**src/rtl/inst_fetch_pkg.sv**
```systemverilog
// Shared fetch defines plus the package used by inst_fetch and fetch_queue.
// Optional feature macro: FETCH_ALIGN_CHECK_EN (misaligned-redirect trap).
// The macros are global and are defined once, ahead of every other file.
`ifndef INST_FETCH_DEFINES
`define INST_FETCH_DEFINES
`define InstAddrBus 31:0
`define InstBus     31:0
`define ZeroWord    32'h00000000
`define ChipEnable  1'b1
`define ChipDisable 1'b0
`define FetchQDepth 2
`define PcResetAddr 32'h00000000
`endif

package inst_fetch_pkg;

  // One queue slot: the byte address of the instruction and the word itself.
  typedef struct packed {
    logic [`InstAddrBus] pc;
    logic [`InstBus]     inst;
  } fq_entry_t;

  localparam logic [1:0]          FQ_DEPTH = 2'(`FetchQDepth);
  localparam logic [`InstAddrBus] PC_STEP  = 32'd4;

endpackage

```
**src/rtl/fetch_queue.sv**
```systemverilog
// 2-entry, 64-bit synchronous FIFO with a flush input, push/pop and status.
// Push while full is ignored unless a pop happens in the same cycle.
// The head output holds its last value while the queue is empty.
module fetch_queue
  import inst_fetch_pkg::*;
(
  input  logic       clk_i,
  input  logic       rst_ni,
  input  logic       flush_i,
  input  logic       push_i,
  input  fq_entry_t  push_dat_i,
  input  logic       pop_i,
  output fq_entry_t  head_dat_o,
  output logic [1:0] count_o,
  output logic       full_o,
  output logic       empty_o
);

  fq_entry_t  mem_q [2];
  fq_entry_t  last_q;
  logic [1:0] count_q;
  logic       rd_ptr_q;
  logic       wr_ptr_q;
  logic       pop_ok;
  logic       push_ok;

  assign full_o  = (count_q == FQ_DEPTH);
  assign empty_o = (count_q == 2'd0);
  assign count_o = count_q;

  // A pop frees a slot in the same cycle, so a full queue can still accept a push.
  assign pop_ok  = pop_i && !empty_o;
  assign push_ok = push_i && (!full_o || pop_ok);

  // When empty, present whatever was last at the head instead of a stale slot.
  assign head_dat_o = empty_o ? last_q : mem_q[rd_ptr_q];

  // Pointer/count bookkeeping; flush empties the queue and overrides push/pop.
  always_ff @(posedge clk_i or negedge rst_ni) begin
    if (!rst_ni) begin
      count_q  <= 2'd0;
      rd_ptr_q <= 1'b0;
      wr_ptr_q <= 1'b0;
    end else if (flush_i) begin
      count_q  <= 2'd0;
      rd_ptr_q <= 1'b0;
      wr_ptr_q <= 1'b0;
    end else begin
      if (push_ok) wr_ptr_q <= ~wr_ptr_q;
      if (pop_ok)  rd_ptr_q <= ~rd_ptr_q;
      if (push_ok && !pop_ok)      count_q <= count_q + 2'd1;
      else if (pop_ok && !push_ok) count_q <= count_q - 2'd1;
    end
  end

  // Storage plus a shadow of the head so the outputs hold once the queue drains.
  always_ff @(posedge clk_i or negedge rst_ni) begin
    if (!rst_ni) begin
      mem_q[0] <= '0;
      mem_q[1] <= '0;
      last_q   <= '0;
    end else begin
      if (push_ok && !flush_i) mem_q[wr_ptr_q] <= push_dat_i;
      if (!empty_o)            last_q <= mem_q[rd_ptr_q];
    end
  end

endmodule

```
**src/rtl/inst_fetch.sv**
```systemverilog
// Instruction fetch front end: pc, ROM request, 2-entry buffer towards decode.
// Latency: word at pc is captured at the edge after rom_ce is high, visible next cycle.
// Backpressure: id_ready_i low lets the buffer fill, then pc holds. Macro: FETCH_ALIGN_CHECK_EN.
module inst_fetch
  import inst_fetch_pkg::*;
(
  input  logic                clk_i,
  input  logic                rst_ni,
  output logic                rom_ce_o,
  output logic [`InstAddrBus] rom_addr_o,
  input  logic [`InstBus]     rom_inst_i,
  output logic                id_valid_o,
  input  logic                id_ready_i,
  output logic [`InstAddrBus] id_pc_o,
  output logic [`InstBus]     id_inst_o,
  input  logic                branch_flag_i,
  input  logic [`InstAddrBus] branch_target_i
`ifdef FETCH_ALIGN_CHECK_EN
  ,
  output logic                fetch_err_o
`endif
);

  logic [`InstAddrBus] pc_q;
  logic                rom_ce_q;
  logic                q_push;
  logic                q_pop;
  logic                q_full;
  logic                q_empty;
  logic [1:0]          q_count_unused;
  fq_entry_t           q_in;
  fq_entry_t           q_head;

`ifdef FETCH_ALIGN_CHECK_EN
  logic                err_q;
  assign fetch_err_o = err_q;
`else
  // Low target bits are dropped: every redirect lands on a word boundary.
  logic [1:0]          tgt_lo_unused;
  assign tgt_lo_unused = branch_target_i[1:0];
`endif

  assign rom_ce_o   = rom_ce_q;
  assign rom_addr_o = pc_q;
  assign id_valid_o = !q_empty;
  assign id_pc_o    = q_head.pc;
  assign id_inst_o  = q_head.inst;

  // A redirect discards the pop and suppresses the push in its cycle.
  assign q_pop  = id_valid_o && id_ready_i && !branch_flag_i;
  assign q_push = (rom_ce_q == `ChipEnable) && !branch_flag_i && (!q_full || q_pop);
  assign q_in   = '{pc: pc_q, inst: rom_inst_i};

  fetch_queue u_fetch_queue (
    .clk_i      (clk_i),
    .rst_ni     (rst_ni),
    .flush_i    (branch_flag_i),
    .push_i     (q_push),
    .push_dat_i (q_in),
    .pop_i      (q_pop),
    .head_dat_o (q_head),
    .count_o    (q_count_unused),
    .full_o     (q_full),
    .empty_o    (q_empty)
  );

  // pc and ROM enable: redirect first, otherwise advance on every accepted fetch.
  always_ff @(posedge clk_i or negedge rst_ni) begin
    if (!rst_ni) begin
      pc_q     <= `PcResetAddr;
      rom_ce_q <= `ChipDisable;
`ifdef FETCH_ALIGN_CHECK_EN
      err_q    <= 1'b0;
`endif
    end else if (branch_flag_i) begin
`ifdef FETCH_ALIGN_CHECK_EN
      pc_q <= branch_target_i;
      if (branch_target_i[1:0] != 2'b00) begin
        rom_ce_q <= `ChipDisable;
        err_q    <= 1'b1;
      end else begin
        rom_ce_q <= `ChipEnable;
        err_q    <= 1'b0;
      end
`else
      pc_q     <= {branch_target_i[31:2], 2'b00};
      rom_ce_q <= `ChipEnable;
`endif
    end else begin
      if (q_push) pc_q <= pc_q + PC_STEP;
`ifdef FETCH_ALIGN_CHECK_EN
      if (!err_q) rom_ce_q <= `ChipEnable;
`else
      rom_ce_q <= `ChipEnable;
`endif
    end
  end

endmodule

```
**config.mk**
```make
export PLATFORM = sky130hd
export DESIGN_NAME = inst_fetch
export DESIGN_NICKNAME = d
export VERILOG_FILES = /design/src/rtl/inst_fetch_pkg.sv /design/src/rtl/fetch_queue.sv /design/src/rtl/inst_fetch.sv
export SDC_FILE = /design/constraint.sdc
export NUM_CORES = 1
export LEC_CHECK = 0
export CORE_UTILIZATION = 55
export CTS_BUF_LIST = sky130_fd_sc_hd__clkbuf_2 sky130_fd_sc_hd__clkbuf_4 sky130_fd_sc_hd__clkbuf_8
export CTS_CLUSTER_SIZE = 30
export DETAILED_ROUTE_END_ITERATION = 12
export MAX_ROUTING_LAYER = met4
export PLACE_DENSITY = 0.81
export SLEW_MARGIN = 20
export SYNTH_ARGS = -nofsm -noshare
export SYNTH_HDL_FRONTEND = slang
export SYNTH_SLANG_ARGS = --single-unit
```
**constraint.sdc**
```tcl
create_clock -name clk_i -period 2.7 [get_ports clk_i]
set_input_delay 0.405 -clock clk_i [delete_from_list [all_inputs] [get_ports clk_i]]
set_output_delay 0.405 -clock clk_i [all_outputs]
set_load 0.005 [all_outputs]
```
==> impl_results.md <==
- Run status: complete, no violations
- Die area: 17900 µm²
- Crit-path max cell delay: 0.59 ns
- Detail-routed via count per cell: between 5 and 6
- Count of mapped cells out of synthesis: 784
- Startpoint class of the critical path: flop
- Critical Path Slowest Stage Cell: sky130_fd_sc_hd__clkdlybuf4s50_1
- YS warnings: 0
- Setup ws final: 0.0698 ns
- Number of CTS-inserted buffers: 38
- Initial Util: 0.571
- Peak ir drop on the vdd network: 0.000556 V
- Transition at the pin with the smallest max-transition slack: 1.02 ns
- Synthesized-area fraction occupied by adder cells: 0.00131
- Number of placed I/O pins: 166
- Fmax: 0.380 GHz
- Maximum number of pins on one net before global-route repair: 74
- Routability-driven placement congestion ratio: 0.825
- DP Cell Count: 1135
- Largest fanout on the critical path: 11
- Remaining design rule violation count: 0
- Clock H-tree levels: 2
- Combinational family with the most area after synthesis: multiplexers
- Number of DRC markers after the initial detailed-route iteration: 428
- Number of clock sinks seen by CTS: 223
- Number of synthesized flops with an enable pin: 0
- Setup_tns: 0 ns
- Leakage component of the power: approximately 5.2 nW
- Antenna violations before repair: 0
- Final net count: between 1000 and 1500
- Total of fill cells in the finished design: between 1000 and 1500
- Die extent in x: 134 µm
- Summed instance area of the synthesized netlist: between 9000 and 10000 µm²
- Total via count after detailed routing: roughly 7000
- Worst hold margin: 0.428 ns
- Fraction of synthesized cell area in xor and xnor cells: 0.00824
- Flip-flop cell with the highest count after synthesis: sky130_fd_sc_hd__dfrtp_1
- Core region area: 16800 µm²
- Count of buffers from port buffering: 161
- Layout cell share with drive strength beyond 1: 0.231
- Mux cell area share after synthesis: 0.209
- Number of pins with negative max-slew slack in the final report: 0
- Total power after layout: 10.3 mW
- Number of hold violations in the final report: 0
- Final std cells w/o fill: about 1200
- Cell Chain, Critical Path: mux2i_1 > o21ai_0 > clkdlybuf4s50_1
- CTS tree: built
- Max-cap violations: 0
- Drt total wl: 22000 µm
- Die boundary height: 134 µm
- Global routing usage summed across all routing layers: 0.260
- Hold/Removal Path Class: in -> async
- Final Core Density: 0.743
- Layout-stage area growth over the synthesis result: 30.2%
- Wire length of the first global-routing pass: 35700 µm
- Final critical delay including setup and external delays: ~2.6 ns
- Number of storage elements in the synthesis netlist: 223
- Total congestion overflow: 0
- Setup Crit Path Kind: reg -> out
- Synthesized-area fraction occupied by and/or/nand/nor cells: 0.0958
- Clock transition at the registers of the reported paths: 0.06 ns
- Fraction of synthesis flops using an asynchronous set or reset pin: 1.00
- Clock Root Buffer: sky130_fd_sc_hd__clkbuf_8
- Post-synthesis average cell area: 12.2 µm²
- Number of failing setup endpoints in the final timing report: 0
- Vias in the first global route: 6949
- Source-to-sink clock delay at the later pin of the worst-skew pair: 0.52 ns
- Share of the clock period used by the worst path: 0.974
- First-pass DRT Iterations: 4
- Post-detail-place hpwl: 13700 µm
- Element type at the critical path end: primary output
- Row count: 47
- DRT antenna net count: 0
- Final Instance Area: around 12000 µm²
- Total placed instance area: 11500 µm²
- Antenna Cells: 0
- Power per cell area: around 800 nW/µm²
- Wire per inst: ~18 µm
- Distinct cell type count of the synthesized netlist: 43
- Minimum setup slack after placement: 0.252 ns
- Share of the yosys chip area belonging to registers: 0.583
- Final clock skew: ~0.012 ns
- Max transition margin: 0.312
- Worst endpoint data arrival time: 2.23 ns
- Maximum number of buffers from clock root to sink: 3
- Post-synthesis compound-gate area fraction: 0.0714
- Critical path data required time: 2.30 ns
[worst max-delay path, delay by kind of cell, from the launching register on]
family	cells	cell delay [ns]
buffers and inverters	1	0.59
flip-flops	1	0.58
AO/OA/AOI/OAI	1	0.37
multiplexers	1	0.15
[layout by cell type (no fill, tap or decap), types with 15 or more instances in the layout]
master                            synthesis  layout
sky130_fd_sc_hd__a31oi_1                 21      21
sky130_fd_sc_hd__buf_4                    5      15
sky130_fd_sc_hd__clkbuf_8                 0      54
sky130_fd_sc_hd__clkdlybuf4s50_1          0     155
sky130_fd_sc_hd__dfrtp_1                223     220
sky130_fd_sc_hd__mux2_2                 120     120
sky130_fd_sc_hd__mux2i_1                 65      65
sky130_fd_sc_hd__nand2_1                 88      88
sky130_fd_sc_hd__nor2_1                  28      27
sky130_fd_sc_hd__o21ai_0                 76      35
sky130_fd_sc_hd__o21ai_1                  0      37
[where the power goes]
part | switching [mW] | internal (mW) | leakage, nW
combinational | 0.989 | 1.46 | 2.16
sequential | 0.456 | 4.23 | 2.66
clock | 1.28 | 1.84 | 0.428
total | 2.73 | 7.53 | 5.25
[cell usage after synthesis, types with 3 or more instances]
cell	n	area, µm²
sky130_fd_sc_hd__a31oi_1	21	131
sky130_fd_sc_hd__clkbuf_1	26	97.6
sky130_fd_sc_hd__xor2_1	8	70.1
sky130_fd_sc_hd__o31ai_1	11	82.6
sky130_fd_sc_hd__o21ai_0	76	380
sky130_fd_sc_hd__buf_1	3	11.3
sky130_fd_sc_hd__buf_6	4	45.0
sky130_fd_sc_hd__inv_1	6	22.5
sky130_fd_sc_hd__mux2i_1	65	651
sky130_fd_sc_hd__nand2_1	88	330
sky130_fd_sc_hd__and3_1	8	50.1
sky130_fd_sc_hd__dfrtp_1	223	5580
sky130_fd_sc_hd__or3_1	4	25.0
sky130_fd_sc_hd__mux2_2	120	1350
sky130_fd_sc_hd__nand4_1	10	62.6
sky130_fd_sc_hd__nand3_1	14	70.1
sky130_fd_sc_hd__or4_1	13	97.6
sky130_fd_sc_hd__buf_4	5	37.5
sky130_fd_sc_hd__nand4b_1	3	26.3
sky130_fd_sc_hd__and2_1	4	25.0
sky130_fd_sc_hd__o41ai_1	5	43.8
sky130_fd_sc_hd__buf_2	13	65.1
sky130_fd_sc_hd__nor2_1	28	105
[repair_timing]
| item | in CTS | in global routing |
|---|---|---|
| hold buffers | 1 | 0 |
| endpoints found under the setup margin | 47 | 34 |
| pin swaps | 1 | 0 |
| cloned | 2 | 0 |
| gates resized for setup | 25 | 27 |
| hold endpoints to repair | 70 | 0 |
| setup buffers | 5 | 1 |
[layer usage]
metal,share of wire,vias up,global-route usage
li1,-,3176,-
met1,0.46,3378,0.352
met2,0.47,204,0.393
met3,0.055,43,0.0559
met4,0.019,0,0.0852
met5,0,-,-
[kinds of logic (layout without fill, tap and decap cells)]
logic type / count (synthesis) / count (layout)
flops: 223 / 223
simple gates: 186 / 186
mux: 185 / 185
compound gates: 119 / 119
buf+inv: 59 / 261
xor+xnor: 9 / 9
other cells: 2 / 3
fa+ha+maj: 1 / 1
[area by class of cell]
cell class | count | area (µm²) | share of cell area
Clock inverter | 3 | 15.0 | 0.00120
Clock buffer | 60 | 788 | 0.0633
Tap cell | 220 | 275 | 0.0221
Timing Repair Buffer | 191 | 2040 | 0.164
Multi-Input combinational cell | 503 | 3730 | 0.299
Inverter | 7 | 26.3 | 0.00211
Sequential cell | 223 | 5590 | 0.448
[registers in the layout, summed over array words and instances, names as in the netlist]
register                flops
rom_ce_o                    1
u_fetch_queue.wr_ptr_q      1
rom_addr_o                 30
u_fetch_queue.rd_ptr_q      1
u_fetch_queue.mem_q       124
u_fetch_queue.last_q       64
u_fetch_queue.count_o       2
[path summary, 6_finish.rpt]
check / startpoint / endpoint / slack [ns] / cells after the start
setup / recovery: u_fetch_queue.rd_ptr_q / id_pc_o[22] / 0.07 / 3
hold / removal: rst_ni / u_fetch_queue.last_q[3] / 0.43 / 2
setup reg to reg: rom_addr_o[3] / rom_addr_o[28] / 0.42 / 5
hold reg to reg: u_fetch_queue.last_q[33] / u_fetch_queue.last_q[33] / 0.48 / 1
max in group asynchronous: rst_ni / u_fetch_queue.last_q[33] / 1.41 / 3
min in group clk_i: branch_target_i[10] / rom_addr_o[10] / 0.44 / 3
Note: power is estimated with default switching activity, not from simulation.
